File: config.mk
export PLATFORM = sky130hd
export DESIGN_NAME = muldiv_unit
export DESIGN_NICKNAME = d
export VERILOG_FILES = /design/src/rtl/muldiv_unit.sv
export SDC_FILE = /design/constraint.sdc
export NUM_CORES = 1
export LEC_CHECK = 0
export ABC_AREA = 0
export BUFFER_PORTS_ARGS = -buffer_cell sky130_fd_sc_hd__buf_2
export CORE_UTILIZATION = 54
export CTS_CLUSTER_SIZE = 14
export DETAILED_ROUTE_END_ITERATION = 6
export HOLD_SLACK_MARGIN = 0.15
export PLACE_DENSITY_LB_ADDON = 0.25
export SLEW_MARGIN = 15
export SYNTH_ARGS = -nofsm -noshare
export SYNTH_HDL_FRONTEND = slang
export SYNTH_SLANG_ARGS = --single-unit
File: constraint.sdc
create_clock -name i_clk -period 2.5 [get_ports i_clk]
set_input_delay 0.75 -clock i_clk [delete_from_list [all_inputs] [get_ports i_clk]]
set_output_delay 0.75 -clock i_clk [all_outputs]
set_load 0.1 [all_outputs]
File: src/rtl/muldiv_unit.sv
// muldiv_unit: multi-cycle integer multiply/divide, one bit per cycle.
// Shift-add multiply and restoring divide share one {hi,lo} register pair.
// Optional macro MULDIV_SIGNED_EN adds two's-complement handling on i_sgn.
module muldiv_unit #(
  parameter int WIDTH = 16
) (
  input  logic             i_clk,
  input  logic             i_reset,     // asynchronous, active low
  input  logic             i_start,
  input  logic             i_flush,
  input  logic [1:0]       i_op,
  input  logic             i_sgn,
  input  logic [WIDTH-1:0] i_a,
  input  logic [WIDTH-1:0] i_b,
  output logic             o_busy,
  output logic             o_done,
  output logic [WIDTH-1:0] o_result,
  output logic             o_div_zero
);
  localparam int CNT_W = $clog2(WIDTH+1);

  typedef enum logic [1:0] {S_IDLE, S_RUN, S_DONE} state_t;

  state_t             r_state, w_state_nxt;
  logic [CNT_W-1:0]   r_cnt;
  logic [WIDTH-1:0]   r_hi, r_lo, r_b, r_a;
  logic [1:0]         r_op;
  logic [WIDTH-1:0]   r_result;
  logic               r_div_zero;

  logic               w_accept, w_last, w_dz, w_finish;
  logic [WIDTH-1:0]   w_mag_a, w_mag_b;
  logic [WIDTH:0]     w_sum, w_shift, w_diff;
  logic               w_ge;
  logic [WIDTH-1:0]   w_it_hi, w_it_lo;
  logic [2*WIDTH-1:0] w_prod, w_prod_s;
  logic [WIDTH-1:0]   w_quo_s, w_rem_s, w_res;

  assign w_accept = (r_state != S_RUN) && i_start && !i_flush;
  assign w_last   = (r_cnt == CNT_W'(WIDTH-1));
  // divide by zero short-circuits after the first RUN cycle
  assign w_dz     = r_op[1] && (r_b == '0);
  assign w_finish = (r_state == S_RUN) && (w_last || w_dz);

  // one multiply step: add multiplicand on lsb, shift product right
  assign w_sum   = {1'b0, r_hi} + (r_lo[0] ? {1'b0, r_b} : '0);
  // one restoring divide step: shift in next dividend bit, trial subtract
  assign w_shift = {r_hi, r_lo[WIDTH-1]};
  assign w_ge    = (w_shift >= {1'b0, r_b});
  assign w_diff  = w_shift - {1'b0, r_b};

  assign w_it_hi = r_op[1] ? (w_ge ? w_diff[WIDTH-1:0] : w_shift[WIDTH-1:0])
                           : w_sum[WIDTH:1];
  assign w_it_lo = r_op[1] ? {r_lo[WIDTH-2:0], w_ge}
                           : {w_sum[0], r_lo[WIDTH-1:1]};
  assign w_prod  = {w_it_hi, w_it_lo};

`ifdef MULDIV_SIGNED_EN
  logic r_neg_q, r_neg_r;

  // signed ops run the unsigned core on magnitudes
  assign w_mag_a = (i_sgn && i_a[WIDTH-1]) ? -i_a : i_a;
  assign w_mag_b = (i_sgn && i_b[WIDTH-1]) ? -i_b : i_b;

  // remember result signs: product/quotient by xor, remainder follows dividend
  always_ff @(posedge i_clk or negedge i_reset) begin
    if (!i_reset) begin
      r_neg_q <= 1'b0;
      r_neg_r <= 1'b0;
    end else if (w_accept) begin
      r_neg_q <= i_sgn && (i_a[WIDTH-1] ^ i_b[WIDTH-1]);
      r_neg_r <= i_sgn && i_a[WIDTH-1];
    end
  end

  assign w_prod_s = r_neg_q ? -w_prod  : w_prod;
  assign w_quo_s  = r_neg_q ? -w_it_lo : w_it_lo;
  assign w_rem_s  = r_neg_r ? -w_it_hi : w_it_hi;
`else
  logic w_unused_sgn;
  assign w_unused_sgn = i_sgn;
  assign w_mag_a  = i_a;
  assign w_mag_b  = i_b;
  assign w_prod_s = w_prod;
  assign w_quo_s  = w_it_lo;
  assign w_rem_s  = w_it_hi;
`endif

  // final result select, evaluated on the edge that enters DONE
  always_comb begin
    w_res = '0;
    if (w_dz) begin
      w_res = r_op[0] ? r_a : '1;
    end else begin
      case (r_op)
        2'b00:   w_res = w_prod_s[WIDTH-1:0];
        2'b01:   w_res = w_prod_s[2*WIDTH-1:WIDTH];
        2'b10:   w_res = w_quo_s;
        default: w_res = w_rem_s;
      endcase
    end
  end

  // state register
  always_ff @(posedge i_clk or negedge i_reset) begin
    if (!i_reset) r_state <= S_IDLE;
    else          r_state <= w_state_nxt;
  end

  // next-state logic; flush overrides everything including start
  always_comb begin
    w_state_nxt = r_state;
    case (r_state)
      S_IDLE:  if (i_start)  w_state_nxt = S_RUN;
      S_RUN:   if (w_finish) w_state_nxt = S_DONE;
      S_DONE:  w_state_nxt = i_start ? S_RUN : S_IDLE;
      default: w_state_nxt = S_IDLE;
    endcase
    if (i_flush) w_state_nxt = S_IDLE;
  end

  // operand capture, per-cycle iteration and result register
  always_ff @(posedge i_clk or negedge i_reset) begin
    if (!i_reset) begin
      r_cnt      <= '0;
      r_hi       <= '0;
      r_lo       <= '0;
      r_b        <= '0;
      r_a        <= '0;
      r_op       <= '0;
      r_result   <= '0;
      r_div_zero <= 1'b0;
    end else if (w_accept) begin
      r_cnt <= '0;
      r_hi  <= '0;
      r_lo  <= w_mag_a;
      r_b   <= w_mag_b;
      r_a   <= i_a;
      r_op  <= i_op;
    end else if (r_state == S_RUN && !i_flush) begin
      r_hi  <= w_it_hi;
      r_lo  <= w_it_lo;
      r_cnt <= r_cnt + CNT_W'(1);
      if (w_finish) begin
        r_result   <= w_res;
        r_div_zero <= w_dz;
      end
    end
  end

  assign o_busy     = (r_state == S_RUN);
  assign o_done     = (r_state == S_DONE);
  assign o_result   = r_result;
  assign o_div_zero = r_div_zero;

endmodule

### After elaboration in Yosys (flattened, before gate mapping)

Cells that the tools add are included.

* register bits after elaboration: 90
* logic and storage cells: 53

* reduce and logical (&&, ||, !) cells: 14
* add/subtract/negate cells: 3
* mux-type cells: 18
* bitwise operators: 1
* $lt $le $gt $ge: 1
* equal/unequal tests: 7

Operators by type and width (count)
* 16-bit two-way mux: 11
* 16-bit by 16-bit adder with 17-bit output: 1
* 17-bit by 16-bit greater-or-equal comparator with 1-bit output: 1
* 16-bit logical NOT: 1
* 16-bit subtractor: 1
* 5-bit two-way mux: 2
* 2-bit two-way mux: 3
* 2-bit one-hot mux with 3 select lines: 1
* 5-bit by 1-bit adder with 5-bit output (second input constant): 1
* 5-bit by 4-bit equality test with 1-bit output (second input constant): 1
* 1-bit logical AND: 5
* 2-bit equality test (second input constant): 2
* 2-bit logical NOT: 2
* 3-bit by 2-bit != test with 1-bit output (second input constant): 1
* 3-bit != test (second input constant): 1
* 3-bit AND reduction: 1
* 2-bit by 1-bit equality test with 1-bit output (second input constant): 1
* 2-bit by 1-bit != test with 1-bit output (second input constant): 1
* 2-bit AND reduction: 1
* 2-bit nonzero test: 1
* 2-bit OR reduction: 1
* 1-bit logical NOT: 1
* 1-bit logical OR: 1
* 1-bit two-way mux: 1
* 1-bit inverter: 1

### Logic depth before layout (Yosys ltp)

Gate-level depths: netlist (run 1).

* word-level depth: 7
* gate-level depth with buffers: 13

### Worst setup path after synthesis (run 1)

OpenSTA, ideal clock, no wires.

* path kind: reg-to-reg
* start: register r_lo[0]
* end: register r_result[12], in the netlist o_result[12]
* arrival time: 2.492 ns
* path slack: -0.120 ns
* required time: 2.372 ns
* setup time: 0.128 ns
* buffers on the path: 1
* stages on the path, launching flop included: 14
* cell sequence: dfrtp_1 -> clkbuf_1 -> nand2_1 -> inv_1 -> ha_1 -> a211oi_1 -> o211ai_1 -> nand2_1 -> o21ai_0 -> or4_1 -> a31oi_1 -> a21oi_1 -> nor2_1 -> o31ai_1

* cells in the longest elaborated chain, start to end: 5

Ends and longest elaborated chain
* start: declaration: RTL line 26 `logic [WIDTH-1:0] r_hi, r_lo, r_b, r_a;`
* start signal: assignment: RTL line 136 `r_lo <= w_mag_a;`
* start signal: assignment: RTL line 142 `r_lo <= w_it_lo;`
* 16-bit two-way mux: RTL line 46 `assign w_sum = {1'b0, r_hi} + (r_lo[0] ? {1'b0, r_b} : '0);`
* 16-bit by 16-bit adder with 17-bit output: RTL line 46
* 16-bit two-way mux: RTL line 52 `assign w_it_hi = r_op[1] ? (w_ge ? w_diff[WIDTH-1:0] : w_shift[WIDTH-1:0])`
* 16-bit two-way mux: RTL line 95 `case (r_op)`
* 16-bit two-way mux: RTL line 92 `if (w_dz) begin`
* end signal: assignment: RTL line 145 `r_result <= w_res;`
* end: declaration: RTL line 28 `logic [WIDTH-1:0] r_result;`

Every way passes these cells.
A chain may end at the register's enable or synchronous reset.

### Final worst setup path (run 1)

* start: register r_lo[0]
* end: register r_result[9], in the netlist o_result[9]

Same word-level chain as after synthesis.

==> run_results.csv, run 1 <==
group,metric,value,unit
setup_path,crit_top_cell,"nor2_1",
yosys,syn_area_per_cell,8.48,um2
finish,area_growth,35.4,%
route,drtPass1Iterations,5,
route,detail-route-antenna-nets,0,
yosys,post-synth-top-count-cell,"nand2_1",
cts,htree_levels,3,
yosys,synth-edff-count,0,
setup_path,cp-endpoint,"o_result[9]$_DFFE_PN0P_",
die,dieHeight,108,um
flow_run,max_cap_viol_count,0,
finish,final_util,75.5,%
sta,slew-limit-headroom,54.9,%
setup_path,crit_path_start,"r_lo[0]$_DFFE_PN0P_",
setup_path,critPathMaxFanout,7,
placement,place_congestion,0.944,
setup_path,worstPathRequired,2800,ps
setup_path,r2r-end,"o_result[9]$_DFFE_PN0P_",
yosys,ys_seq_elements,90,
route,drt_iter0_drc,641,
route,viasPerCell,6.20,
sta,skew,24.7,ps
setup_path,crit_type,"flip-flop to flip-flop",
finish,antenna_cells,0,
sta,fin_setup_tns,-6770,ps
cts,cts_sinks,90,
placement,hpwlAfterDp,13100,um
setup_path,arrival,3120,ps
finish,drive_gt1_share,34.9,%
yosys,async_reset_ff_share,100,%
sta,drv_slew,0,
power,finalPower,7.92,mW
die,dieArea,11700,um2
cts,worstSkewPairLatency,390,ps
sta,hold_viol,0,
finish,fin_cells,1017,
power,comb_power_share,60.7,%
cts,ctsLongestPathBuffers,2,
yosys,synth_area_leaders,"dfrtp_1 (37%), nand2_1 (7.5%), ha_1 (7.0%)",
cts,clk_pin_slew_worst_paths,110,ps
yosys,synth_cell_types,72,
sta,post-route-period-util,113,%
power,p_int,4.52,mW
route,vias,6306,
yosys,synthesis.instances,716,
power,p_sw_share,43.0,%
sta,finalSetupViolCount,33,
route,drt_wl_total,20300,um
placement,dp.cells,976,
global_routing,grt_pass1_wl,30900,um
yosys,synth_warnings,0,
die,start_util,55.8,%
yosys,synth_nets,791,
min_path,hold_path.class,"primary input to asynchronous set/reset pin",
global_routing,grt_usage,34.7,%
sta,period_needed,2820,ps
yosys,synth_largest_area_cell,"dfrtp_1",
die,fp-row-count,38,
route,routedWlPerCell,20.0,um
global_routing,first_global_vias,6302,
global_routing,grt_overflow,0,
route,drc,0,
status,status,"complete, but fails checks",
power,seq_power_share,24.7,%
setup_path,cp-end-kind,"flip-flop",
global_routing,antenna_found_initial,0,
cts,cts-root-buf,"clkbuf_8",
yosys,yosysSeqAreaShare,37.1,%
setup_path,crit_path_start_kind,"flip-flop",
yosys,synth_common_cells,"nand2_1 (122), dfrtp_1 (90), o21ai_0 (68)",
setup_path,rr_worst_depth,13,
cts,cts_made_buffers,9,
setup_path,slowest_delay,470,ps
sta,fmax,354,MHz
finish,final_nets,948,
power,peakVddDrop,485,uV
cts,tritoncts,"built",
die,core-area,10900,um2
setup_path,worstPathCellList,"and2_4, ha_2, inv_2, fa_2, nor2b_4, o2111ai_4, a21oi_4, nor3_2, xnor2_1, nor2_1, a31oi_2, nor2_1, o31ai_2",
power,p_leak,3.85,nW
sta,worst_slack,-321,ps
power,power_switching,3.40,mW
power,clkPwrFrac,14.6,%
setup_path,critPathSlowestCell,"dfrtp_2",
sta,worstMarginPinSlew,676,ps
power,p_per_area,963,nW/um2
global_routing,grt_max_degree,46,
placement,portBuffers,56,
status,violations,"setup timing",
yosys,yosys.area.top_type_share,37.1,%
sta,grt_setup_unrepaired,"true",
setup_path,crit-reg2reg-launch,"r_lo[0]$_DFFE_PN0P_",
finish,fill_cells,724,
yosys,netlist_area,6070,um2
setup_path,r2r_slack,-320,ps
die,die_w,108,um
yosys,ys.flop_type,"dfrtp_1",
die,ios,58,
-- state kept, by name, indices dropped and copies added, names as in the netlist --
register    cells
r_lo           16
r_b            16
r_state         2
r_op            2
o_div_zero      1
o_result       16
r_cnt           5
r_a            16
r_hi           16
-- layout by cell type (no fill, tap or decap), types with 14 or more instances in the layout --
master   count
nand2_1    119
buf_4      111
dfrtp_1     86
buf_2       55
nor2_1      51
o21ai_0     49
a21oi_1     41
mux2i_1     21
inv_1       20
ha_1        18
xnor2_1     16
o21ai_1     15
nand3_1     14
buf_6       14
-- power by group through the flow --
stage / Combinational [mW] / Clock [mW] / Sequential (mW)
finish: 4.80 / 1.16 / 1.96
global route: 5.10 / 1.21 / 1.98
global placement: 3.54 / 0 / 1.92
detailed placement: 3.65 / 0 / 1.93
floorplan: 2.29 / 0 / 1.89
CTS: 4.19 / 1.15 / 1.93
-- kinds of logic after synthesis --
family | Yosys count | share of synthesized area, %
buffers and inverters | 65 | 4.35
adder cells (fa/ha/maj) | 36 | 7.66
AO/OA/AOI/OAI | 218 | 23.9
multiplexers | 23 | 3.89
flip-flops | 90 | 37.1
AND/OR/NAND/NOR | 258 | 19.3
XOR/XNOR | 26 | 3.75
-- how the worst min path moves through the flow --
stage	start	endpoint	slack [ps]	cells after the start
2_1_floorplan	r_a[11]$_DFFE_PN0P_	r_a[11]$_DFFE_PN0P_	440	2
3_3_place_gp	r_a[12]$_DFFE_PN0P_	r_a[12]$_DFFE_PN0P_	460	2
3_5_place_dp	r_a[12]$_DFFE_PN0P_	r_a[12]$_DFFE_PN0P_	460	2
4_1_cts	i_reset	r_b[6]$_DFFE_PN0P_	290	1
5_1_grt	i_reset	r_b[6]$_DFFE_PN0P_	310	1
6_report	i_reset	r_b[6]$_DFFE_PN0P_	280	1
-- metal layers --
metal / global-route usage (%) / share of wire [%]
met4: 17.5 / 5.2
met2: 57.6 / 47
met1: 43.8 / 40
met3: 5.24 / 7.8
met5: 0 / 0
-- through the flow --
step	area (um2)	worst slack, ps	hold WS, ps
CTS	7960	-268	290
global route	8220	-429	310
detailed placement	7220	-399	460
floorplan	6130	4.29	440
finish	8220	-321	279
global placement	7220	-305	461
-- critical path: cells and delay by family (launching register included) --
kind	cells	cell delay (ps)
buf+inv	1	50
flops	1	470
fa+ha+maj	2	570
compound gates	4	830
simple gates	5	620
xor+xnor	1	200
-- repair_timing --
| action | CTS | global route |
|---|---|---|
| hold buffers | 0 | 0 |
| cloned | 1 | 0 |
| setup buffers | 16 | 10 |
| pin swaps | 63 | 39 |
| setup endpoints to repair | 33 | 33 |
| gates resized for setup | 82 | 44 |
-- final cells by class --
class | instances | area (um2) | share of cell area, %
Clock buffer | 11 | 141 | 1.72
Clock inverter | 4 | 76.3 | 0.928
Inverter | 27 | 101 | 1.23
Multi-Input combinational cell | 561 | 4120 | 50.1
Sequential cell | 90 | 2260 | 27.5
Tap cell | 140 | 175 | 2.13
Timing Repair Buffer | 184 | 1350 | 16.5
No activity file was read; power rests on OpenSTA's default activity.
==> run 2, diff against run 1 <==
--- a/config.mk
+++ b/config.mk
@@ -7,11 +7,13 @@
 export LEC_CHECK = 0
 export ABC_AREA = 0
 export BUFFER_PORTS_ARGS = -buffer_cell sky130_fd_sc_hd__buf_2
+export CORE_MARGIN = 8
 export CORE_UTILIZATION = 54
 export CTS_CLUSTER_SIZE = 14
 export DETAILED_ROUTE_END_ITERATION = 6
 export HOLD_SLACK_MARGIN = 0.15
 export PLACE_DENSITY_LB_ADDON = 0.25
+export SKIP_LAST_GASP = 1
 export SLEW_MARGIN = 15
 export SYNTH_ARGS = -nofsm -noshare
 export SYNTH_HDL_FRONTEND = slang
==> run 2 against run 1 <==
The flow still finishes with violations (setup timing). Wire length is 12% higher. Die area rose by 28%. Clock power is 17% lower. Non-clock buffer count up 13. Critical path type unchanged. Highest routed layer unchanged.
==> run_results.csv, run 2 (synthesis gave the netlist of run 1 again) <==
group,metric,value,unit
status,status,"complete, but fails checks",
status,violations,"setup timing",
power,p_leak,3.92,nW
min_path,hold_path.class,"primary input to asynchronous set/reset pin",
cts,cts_made_buffers,9,
sta,drv_slew,0,
setup_path,slowest_delay,480,ps
finish,multi_input_area,4250,um2
setup_path,crit_path_start_kind,"flip-flop",
route,detail-route-antenna-nets,0,
power,p_sw_share,45.2,%
setup_path,crit_type,"flip-flop to flip-flop",
power,p_int,4.43,mW
route,drt_wl_total,22800,um
setup_path,worstPathCellList,"buf_6, and2_1, ha_1, a21oi_2, o21ai_1, a31oi_1, nor2_1, o211ai_1, nand2_1, xnor2_1, a22oi_2, a221o_1",
power,finalPower,8.09,mW
finish,antenna_cells,0,
sta,skew,28.6,ps
die,ios,58,
cts,worstSkewPairLatency,400,ps
power,p_per_area,967,nW/um2
setup_path,worstPathRequired,2770,ps
die,start_util,55.8,%
sta,slew-limit-headroom,63.1,%
setup_path,cp-end-kind,"flip-flop",
power,comb_power_share,63.9,%
finish,layout_common_cells,"buf_4 (127), nand2_1 (119), dfrtp_1 (89)",
route,viasPerCell,6.46,
power,power_switching,3.66,mW
finish,area_growth,37.7,%
global_routing,grt_max_degree,39,
global_routing,grt_overflow,0,
die,dieHeight,122,um
route,vias,6662,
sta,whs,317,ps
sta,worst_slack,-349,ps
setup_path,cp.depth,12,
setup_path,crit-reg2reg-launch,"r_lo[0]$_DFFE_PN0P_",
finish,drive_gt1_share,36.9,%
setup_path,rr_worst_depth,12,
sta,hold_viol,0,
setup_path,critPathMaxFanout,7,
finish,final_nets,961,
cts,cts_sinks,90,
sta,grt_setup_unrepaired,"true",
setup_path,crit_path_start,"r_lo[0]$_DFFE_PN0P_",
cts,tritoncts,"built",
finish,fill_cells,693,
power,clkPwrFrac,11.9,%
placement,portBuffers,56,
global_routing,first_global_vias,6511,
cts,htree_levels,3,
die,dieArea,14900,um2
placement,place_ws,-413,ps
setup_path,critPathSlowestCell,"dfrtp_2",
cts,clk_pin_slew_worst_paths,120,ps
setup_path,path_buf_inv,1,
placement,hpwlAfterDp,13700,um
die,core-area,10900,um2
global_routing,grt_pass1_wl,32500,um
sta,fmax,351,MHz
finish,final_common_cell,"buf_4",
power,seq_power_share,24.2,%
die,die_w,122,um
setup_path,path_delay_family,"compound AO/OA/AOI/OAI gates",
cts,cts_hold_buffers,0,
sta,period_needed,2850,ps
placement,place_congestion,0.933,
route,drt_iter0_drc,894,
flow_run,max_cap_viol_count,0,
power,peakVddDrop,506,uV
sta,worstMarginPinSlew,554,ps
global_routing,antenna_found_initial,0,
sta,post-route-period-util,114,%
route,drc,0,
route,drtPass1Iterations,7,
route,routedWlPerCell,22.1,um
cts,ctsLongestPathBuffers,2,
finish,register_area,2250,um2
setup_path,arrival,3120,ps
global_routing,grt_usage,27.4,%
sta,finalSetupViolCount,33,
cts,cts-root-buf,"clkbuf_8",
die,fp-row-count,38,
run 2: what timing repair did:
| item | CTS | global route |
|---|---|---|
| buffers inserted | 19 | 12 |
| gates resized for setup | 82 | 54 |
| setup endpoints to repair | 33 | 33 |
| gates cloned | 1 | 0 |
| pin swaps | 45 | 42 |
run 2: area by class of cell:
cell class / count / area share, %
Clock buffer: 11 / 1.57
Tap cell: 140 / 2.09
Sequential cell: 90 / 26.9
Timing Repair Buffer: 197 / 16.9
Inverter: 27 / 1.21
Multi-Input combinational cell: 561 / 50.8
Clock inverter: 5 / 0.464
run 2: final timing paths:
| path | end | slack (ps) |
|---|---|---|
| max in group asynchronous | r_hi[9]$_DFFE_PN0P_ | 1520 |
| worst max register to register | o_result[14]$_DFFE_PN0P_ | -350 |
| worst max-delay path | o_result[14]$_DFFE_PN0P_ | -350 |
| min in group i_clk | o_result[2]$_DFFE_PN0P_ | 490 |
| worst min register to register | o_result[2]$_DFFE_PN0P_ | 490 |
| worst min-delay path | r_a[0]$_DFFE_PN0P_ | 320 |
run 2: power groups by stage:
stage / clock, mW / combinational [mW] / sequential [mW]
2_1_floorplan: 0 / 2.29 / 1.89
5_1_grt: 1.01 / 5.42 / 1.96
3_5_place_dp: 0 / 3.66 / 1.93
6_report: 0.960 / 5.17 / 1.96
4_1_cts: 0.942 / 4.29 / 1.92
3_3_place_gp: 0 / 3.55 / 1.92
run 2: routing by layer:
layer | wire [um] | up-vias | track usage [%]
met2 | 10500 | 463 | 45.7
met3 | 2080 | 164 | 5.18
li1 | - | 2877 | -
met4 | 1510 | 0 | 12.6
met5 | 0 | - | 0
met1 | 8680 | 3158 | 33.7
run 2: stage by stage:
stage	area (um2)	utilization (%)	TNS (ps)	cells
floorplan	6130	-	0	716
global placement	7270	66.8	-4870	984
detailed placement	7270	66.8	-6170	984
CTS	7990	73.4	-2570	1020
global route	8360	76.8	-9250	1031
finish	8360	76.8	-7790	1031
